===== src/rtl/cg_pkg.sv =====
// Shared definitions for the clock-gate enable controller.
//   cg_state_e          : controller states (clock running, gated, waking up)
//   IDLE_CYCLES_DEFAULT : default number of idle cycles before gating
package cg_pkg;

  typedef enum logic [1:0] {
    CG_ON   = 2'd0,
    CG_OFF  = 2'd1,
    CG_WAKE = 2'd2
  } cg_state_e;

  localparam int unsigned IDLE_CYCLES_DEFAULT = 16;

endpackage


===== src/rtl/cg_enable_ctrl.sv =====
// Activity-based clock-gate enable controller.
// Runs on the free-running clock and drives the enable of the ICG cell in
// front of a gateable domain. The domain is gated after IDLE_CYCLES idle
// cycles, ungated on req/force_on, and req is acknowledged only after
// WAKE_CYCLES settle cycles. Cycles spent gated are counted (saturating).
//
// Ports:
//   clk_in       in   free-running clock, rising edge
//   rst          in   synchronous reset, active-high
//   busy         in   activity from the gated domain (ignored while gated)
//   req          in   wake/keep-alive request, level, held until ack
//   force_on     in   debug override, keeps the clock on, never acks
//   en           out  registered ICG enable, polarity per ACTIVE_VALUE
//   clk_on       out  1 while the gated clock is running
//   ack          out  single-cycle request acknowledge
//   gated_cycles out  saturating count of cycles spent gated
module cg_enable_ctrl
  import cg_pkg::*;
#(
  parameter int unsigned IDLE_CYCLES  = IDLE_CYCLES_DEFAULT,
  parameter int unsigned WAKE_CYCLES  = 2,
  parameter int unsigned CNT_W        = 8,
  parameter bit          ACTIVE_VALUE = 1'b0,
  parameter int unsigned STAT_W       = 16
) (
  input  logic              clk_in,
  input  logic              rst,
  input  logic              busy,
  input  logic              req,
  input  logic              force_on,
  output logic              en,
  output logic              clk_on,
  output logic              ack,
  output logic [STAT_W-1:0] gated_cycles
);

  localparam logic [CNT_W-1:0] IDLE_LAST = CNT_W'(IDLE_CYCLES - 1);
  localparam logic [CNT_W-1:0] WAKE_LAST = CNT_W'(WAKE_CYCLES - 1);
  localparam logic [CNT_W-1:0] CNT_ONE   = CNT_W'(1);
  localparam logic [STAT_W-1:0] STAT_ONE = STAT_W'(1);

  cg_state_e         state_q, state_d;
  logic [CNT_W-1:0]  cnt_q, cnt_d;
  logic              clk_on_q, clk_on_d;
  logic              ack_q, ack_d;
  logic              en_q, en_d;
  logic [STAT_W-1:0] gated_q, gated_d;

  logic active;
  assign active = busy | req | force_on;

  // NOTE: every always_comb output gets a default first, so no path can
  // leave a signal unassigned and infer a latch.
  always_comb begin
    state_d  = state_q;
    cnt_d    = cnt_q;
    clk_on_d = clk_on_q;
    ack_d    = 1'b0;
    gated_d  = gated_q;

    unique case (state_q)
      CG_ON: begin
        clk_on_d = 1'b1;
        // One ack per request: a req still high in the ack cycle is not
        // acknowledged again.
        ack_d    = req & ~ack_q;
        if (active) begin
          cnt_d = '0;
        end else if (cnt_q == IDLE_LAST) begin
          state_d  = CG_OFF;
          cnt_d    = '0;
          clk_on_d = 1'b0;
        end else begin
          cnt_d = cnt_q + CNT_ONE;
        end
      end

      CG_OFF: begin
        clk_on_d = 1'b0;
        if (gated_q != '1) begin
          gated_d = gated_q + STAT_ONE;
        end
        if (req | force_on) begin
          state_d  = CG_WAKE;
          cnt_d    = '0;
          clk_on_d = 1'b1;
        end
      end

      CG_WAKE: begin
        clk_on_d = 1'b1;
        if (cnt_q == WAKE_LAST) begin
          // Counter restarts so the ON idle count begins from zero;
          // busy seen during WAKE has no effect on it.
          state_d = CG_ON;
          cnt_d   = '0;
          ack_d   = req;
        end else begin
          cnt_d = cnt_q + CNT_ONE;
        end
      end

      default: begin
        state_d  = CG_ON;
        cnt_d    = '0;
        clk_on_d = 1'b1;
      end
    endcase
  end

  // en is derived from the next clk_on so that both flops update on the
  // same edge and en never depends combinationally on an input.
  assign en_d = ACTIVE_VALUE ? ~clk_on_d : clk_on_d;

  // NOTE: sequential state uses non-blocking assignments so every flop
  // samples the pre-edge values regardless of statement order.
  always_ff @(posedge clk_in) begin
    if (rst) begin
      state_q  <= CG_ON;
      cnt_q    <= '0;
      clk_on_q <= 1'b1;
      ack_q    <= 1'b0;
      en_q     <= ~ACTIVE_VALUE;
      gated_q  <= '0;
    end else begin
      state_q  <= state_d;
      cnt_q    <= cnt_d;
      clk_on_q <= clk_on_d;
      ack_q    <= ack_d;
      en_q     <= en_d;
      gated_q  <= gated_d;
    end
  end

  assign en           = en_q;
  assign clk_on       = clk_on_q;
  assign ack          = ack_q;
  assign gated_cycles = gated_q;

endmodule


===== config.mk =====
export PLATFORM = sky130hd
export DESIGN_NAME = cg_enable_ctrl
export DESIGN_NICKNAME = d
export VERILOG_FILES = /design/src/rtl/cg_pkg.sv /design/src/rtl/cg_enable_ctrl.sv
export SDC_FILE = /design/constraint.sdc
export NUM_CORES = 1
export LEC_CHECK = 0
export ABC_AREA = 1
export CORE_UTILIZATION = 40
export CTS_BUF_LIST = sky130_fd_sc_hd__clkbuf_8
export DETAILED_ROUTE_END_ITERATION = 10
export GPL_ROUTABILITY_DRIVEN = 0
export MAX_ROUTING_LAYER = met4
export PLACE_DENSITY = 0.71
export SLEW_MARGIN = 10
export SYNTH_ARGS = -nofsm -noshare
export SYNTH_HDL_FRONTEND = slang
export SYNTH_SLANG_ARGS = --single-unit

===== constraint.sdc =====
create_clock -name clk_in -period 1.4 [get_ports clk_in]
set_input_delay 0.28 -clock clk_in [delete_from_list [all_inputs] [get_ports clk_in]]
set_output_delay 0.28 -clock clk_in [all_outputs]
set_load 0.02 [all_outputs]

==> impl_results.rst <==
.. list-table::
   :header-rows: 1

   * - Metric
     - Value
   * - Result of the run
     - finished clean
   * - Per-cell via count in the routed design
     - 4.794
   * - Post-synthesis share of cell area spent on xor and xnor gates
     - 4.188%
   * - Pleak
     - 0.8870 nW
   * - Routed wire length
     - 3905 µm
   * - Most numerous cell in the Yosys netlist
     - sky130_fd_sc_hd__nand2_1
   * - Critical path, cell by cell
     - ha_4 > nand3_4 > inv_4 > nand4_4 > nand2_4 > nand2_1 > a21oi_2
   * - Worst ir drop on vdd
     - 0.0003173 V
   * - Num ports
     - 24
   * - Main combinational cell family by area after synthesis
     - simple AND/OR/NAND/NOR gates
   * - Sequential cell area fraction in the yosys report
     - 33.51%
   * - Post-synth net total
     - 253
   * - Number of violations of the max-capacitance limit
     - 0
   * - Die outline height
     - 66.67 µm
   * - Pins over their slew limit
     - 0
   * - Share of the clock period used by the worst path
     - 97.21%
   * - Largest cells by area after synthesis
     - sky130_fd_sc_hd__dfxtp_1, sky130_fd_sc_hd__nand2_1, sky130_fd_sc_hd__nor2_1
   * - Overall overflow remaining after global route
     - 0
   * - Number of synthesized register bits
     - 28
   * - Overall die width
     - 66.67 µm
   * - Initial Utilization
     - 41.82%
   * - Global routing usage summed across all routing layers
     - 19.02%
   * - Power density normalized to cell area
     - 637.3 nW/µm²
   * - Slowest stage cell, crit path
     - sky130_fd_sc_hd__dfxtp_4
   * - Core Box Area
     - 4000 µm²
   * - Required arrival time at the worst endpoint
     - 1.63 ns
   * - Post-synth top area cell
     - sky130_fd_sc_hd__dfxtp_1
   * - Net load switching power
     - 0.0003291 W
   * - Max Fclk
     - 0.7348 GHz
   * - Final worst clock skew
     - 0.006316 ns
   * - Largest stage delay on the critical path
     - 0.41 ns
   * - Tightest Pin Transition
     - 0.2644 ns
   * - HPWL after DPL
     - 2796 µm
   * - Count of yosys warnings during synthesis
     - 0
   * - Via count of the routed design
     - 1630
   * - Clock Sinks
     - 28
   * - EDFF count, synth
     - 0
   * - Max clock buf depth
     - 2
   * - Total instance count after detailed placement
     - 329
   * - Share of total power in combinational logic
     - 7.0%
   * - Compound-cell area share of the yosys netlist
     - 11.89%
   * - Setup repair after global routing missed its margin
     - true
   * - Critical path endpoint category
     - flop
   * - Number of distinct library cells after synthesis
     - 32
   * - Critical Path Source Type
     - flop
   * - Count of final hold-check violations
     - 0
   * - Adder-cell share of the synthesized area
     - 2.244%
   * - Clock Root Buffer
     - sky130_fd_sc_hd__clkbuf_8
   * - Largest net degree at the start of global routing
     - 16
   * - Mux cell area share after synthesis
     - 0%
   * - Wire length of the first global-routing pass
     - 6237 µm
   * - Number of global-route vias before repair
     - 1411
   * - Synth Flop Type
     - sky130_fd_sc_hd__dfxtp_1
   * - Power Internal
     - 0.001101 W
   * - Area overhead of the layout relative to synthesis
     - 34.18%
   * - Share of flip-flops with an asynchronous set or reset after synthesis
     - 0%
   * - TritonCTS clock tree
     - built
   * - Initial drt markers
     - 85
   * - Setup-failing EPs final
     - 0
   * - Pre-Repair DR Iteration Count
     - 4
   * - Port Buffer Count
     - 23
   * - Tightest Hold Check Type
     - reg2reg
   * - Arrival time at the worst endpoint
     - 1.59 ns
   * - Crit Path Max Fanout
     - 12
   * - Fin cells
     - 340
   * - Number of nets with antenna violations after routing
     - 0
   * - Cell area after layout
     - 2245 µm²
   * - Antenna violations before repair
     - 0
   * - Worst path top cell family by delay
     - simple AND/OR/NAND/NOR gates
   * - Startpoint-to-endpoint class of the critical path
     - reg2reg
   * - Top cell type's share of synthesized area
     - 33.51%
   * - Clock slew at reported path FFs
     - 0.10 ns
   * - Number of buffers created by CTS
     - 3
   * - Simple-gate share of the synthesized area
     - 39.49%
   * - Remaining design rule violation count
     - 0
   * - Bufs and invs on worst path
     - 1
   * - Cell Area, Synth
     - 1673 µm²
   * - Ratio of cells with drive above 1 in the final layout
     - 31.38%
   * - Standard cell area after detailed placement
     - 2087 µm²
   * - Count of inserted antenna diode cells
     - 0
   * - Final min period
     - 1.361 ns
   * - Per-instance average area after synthesis
     - 6.828 µm²
   * - Average wire per cell in the routed design
     - 11.49 µm
   * - Top cells by count, synth
     - sky130_fd_sc_hd__nand2_1, sky130_fd_sc_hd__nor2_1, sky130_fd_sc_hd__dfxtp_1
   * - Fin nets
     - 299
   * - Register share of total power
     - 56.1%
   * - Total die area
     - 4445 µm²
   * - Latest clock arrival within the worst-skew pair
     - 0.29 ns
   * - Core Rows
     - 23
   * - Fillcell total
     - 388
   * - Switching share of power
     - 23.00%
   * - Max H-tree Level
     - 1
   * - Worst slew margin relative to its limit
     - 82.31%
   * - Smallest hold slack
     - 0.4784 ns
   * - Power share of the clock group
     - 36.9%
   * - Number of instances in the synthesized netlist
     - 245
[cell families after synthesis]
| kind of cell | Yosys count |
|---|---|
| AND/OR/NAND/NOR | 144 |
| adder cells (fa/ha/maj) | 3 |
| buffers and inverters | 33 |
| flip-flops | 28 |
| AO/OA/AOI/OAI | 29 |
| XOR/XNOR | 8 |
[layout make-up]
| class | count | area [µm²] | area share (%) |
|---|---|---|---|
| timing repair buffer | 46 | 382.9 | 17.06 |
| clock buffer | 4 | 55.05 | 2.453 |
| sequential | 28 | 588.1 | 26.20 |
| tap | 50 | 62.56 | 2.787 |
| inverter | 27 | 103.9 | 4.627 |
| multi-input combinational | 185 | 1052 | 46.88 |
[worst min-delay path, cell delays in order, from the launching register on]
cell and delay (ns):
sky130_fd_sc_hd__dfxtp_1 0.33, sky130_fd_sc_hd__nand2_1 0.06, sky130_fd_sc_hd__a21oi_1 0.05
[metrics by stage]
stage / worst slack, ns / utilization (%) / total power (W) / setup TNS (ns)
final: 0.03902 / 56.12 / 0.001431 / 0
after global routing: -0.04036 / 56.12 / 0.001476 / -0.1259
after CTS: 0.01172 / 53.58 / 0.001430 / 0
after detailed placement: -0.2533 / 52.17 / 0.0009103 / -1.527
after global placement: -0.1869 / 52.17 / 0.0009095 / -1.168
after floorplan: 0.001133 / - / 0.0008659 / 0
[routing by layer]
layer / global-route usage (%) / wire [µm]
met3: 2.226 / 110
met1: 23.38 / 1843
met2: 31.94 / 1892
met5: - / 0
met4: 6.649 / 59
[power groups by stage]
| stage | registers (W) | logic (W) | clock network (W) |
|---|---|---|---|
| after detailed placement | 0.000822 | 0.0000884 | 0 |
| after floorplan | 0.000825 | 0.0000413 | 0 |
| after global placement | 0.000822 | 0.0000876 | 0 |
| after global routing | 0.000805 | 0.000111 | 0.000560 |
| after CTS | 0.000804 | 0.0000913 | 0.000534 |
| final | 0.000803 | 0.000100 | 0.000527 |
[worst paths after layout]
kind,from,slack [ns],cells past startpoint,to
worst max-delay path,gated_cycles[0],0.04,7,gated_cycles[5]
worst min register to register,cnt_q[5],0.48,2,cnt_q[5]
worst max register to register,gated_cycles[0],0.04,7,gated_cycles[5]
worst min-delay path,cnt_q[5],0.48,2,cnt_q[5]
[flip-flops by register name (all words and copies together) (netlist names)]
register      flops
cnt_q             8
gated_cycles     16
state_q           2
en                1
ack               1
[placed cells by master, fill, tap and decap left out]
cell type	count
sky130_fd_sc_hd__a21oi_2	10
sky130_fd_sc_hd__dfxtp_4	3
sky130_fd_sc_hd__nor2_2	6
sky130_fd_sc_hd__a21oi_1	4
sky130_fd_sc_hd__o21ai_0	8
sky130_fd_sc_hd__o21ai_2	2
sky130_fd_sc_hd__inv_4	1
sky130_fd_sc_hd__dfxtp_2	13
sky130_fd_sc_hd__ha_2	1
sky130_fd_sc_hd__nor3_1	2
sky130_fd_sc_hd__nor3_2	1
sky130_fd_sc_hd__clkdlybuf4s50_1	4
sky130_fd_sc_hd__o21ai_1	3
sky130_fd_sc_hd__dfxtp_1	12
sky130_fd_sc_hd__nor4_1	1
sky130_fd_sc_hd__a21boi_0	1
sky130_fd_sc_hd__buf_4	22
sky130_fd_sc_hd__ha_4	1
sky130_fd_sc_hd__xnor2_1	4
sky130_fd_sc_hd__and3_1	1
sky130_fd_sc_hd__buf_6	1
sky130_fd_sc_hd__dlygate4sd2_1	19
sky130_fd_sc_hd__nand2_2	13
sky130_fd_sc_hd__o21a_4	2
sky130_fd_sc_hd__inv_1	23
sky130_fd_sc_hd__nand4_1	6
sky130_fd_sc_hd__nand3_1	15
sky130_fd_sc_hd__clkbuf_8	4
sky130_fd_sc_hd__nand2_4	1
sky130_fd_sc_hd__nor2_1	27
sky130_fd_sc_hd__nor2_4	5
sky130_fd_sc_hd__inv_2	3
sky130_fd_sc_hd__ha_1	1
sky130_fd_sc_hd__nand2_1	64
sky130_fd_sc_hd__nand4_4	1
sky130_fd_sc_hd__nand3_4	1
sky130_fd_sc_hd__xor2_1	4
[what timing repair did]
item,CTS,global route
buffers inserted,2,5
pin swaps,1,6
hold buffers,0,0
gates resized for setup,23,25
setup endpoints to repair,30,20
gates cloned,0,1
(Power assumes the default switching activity.)
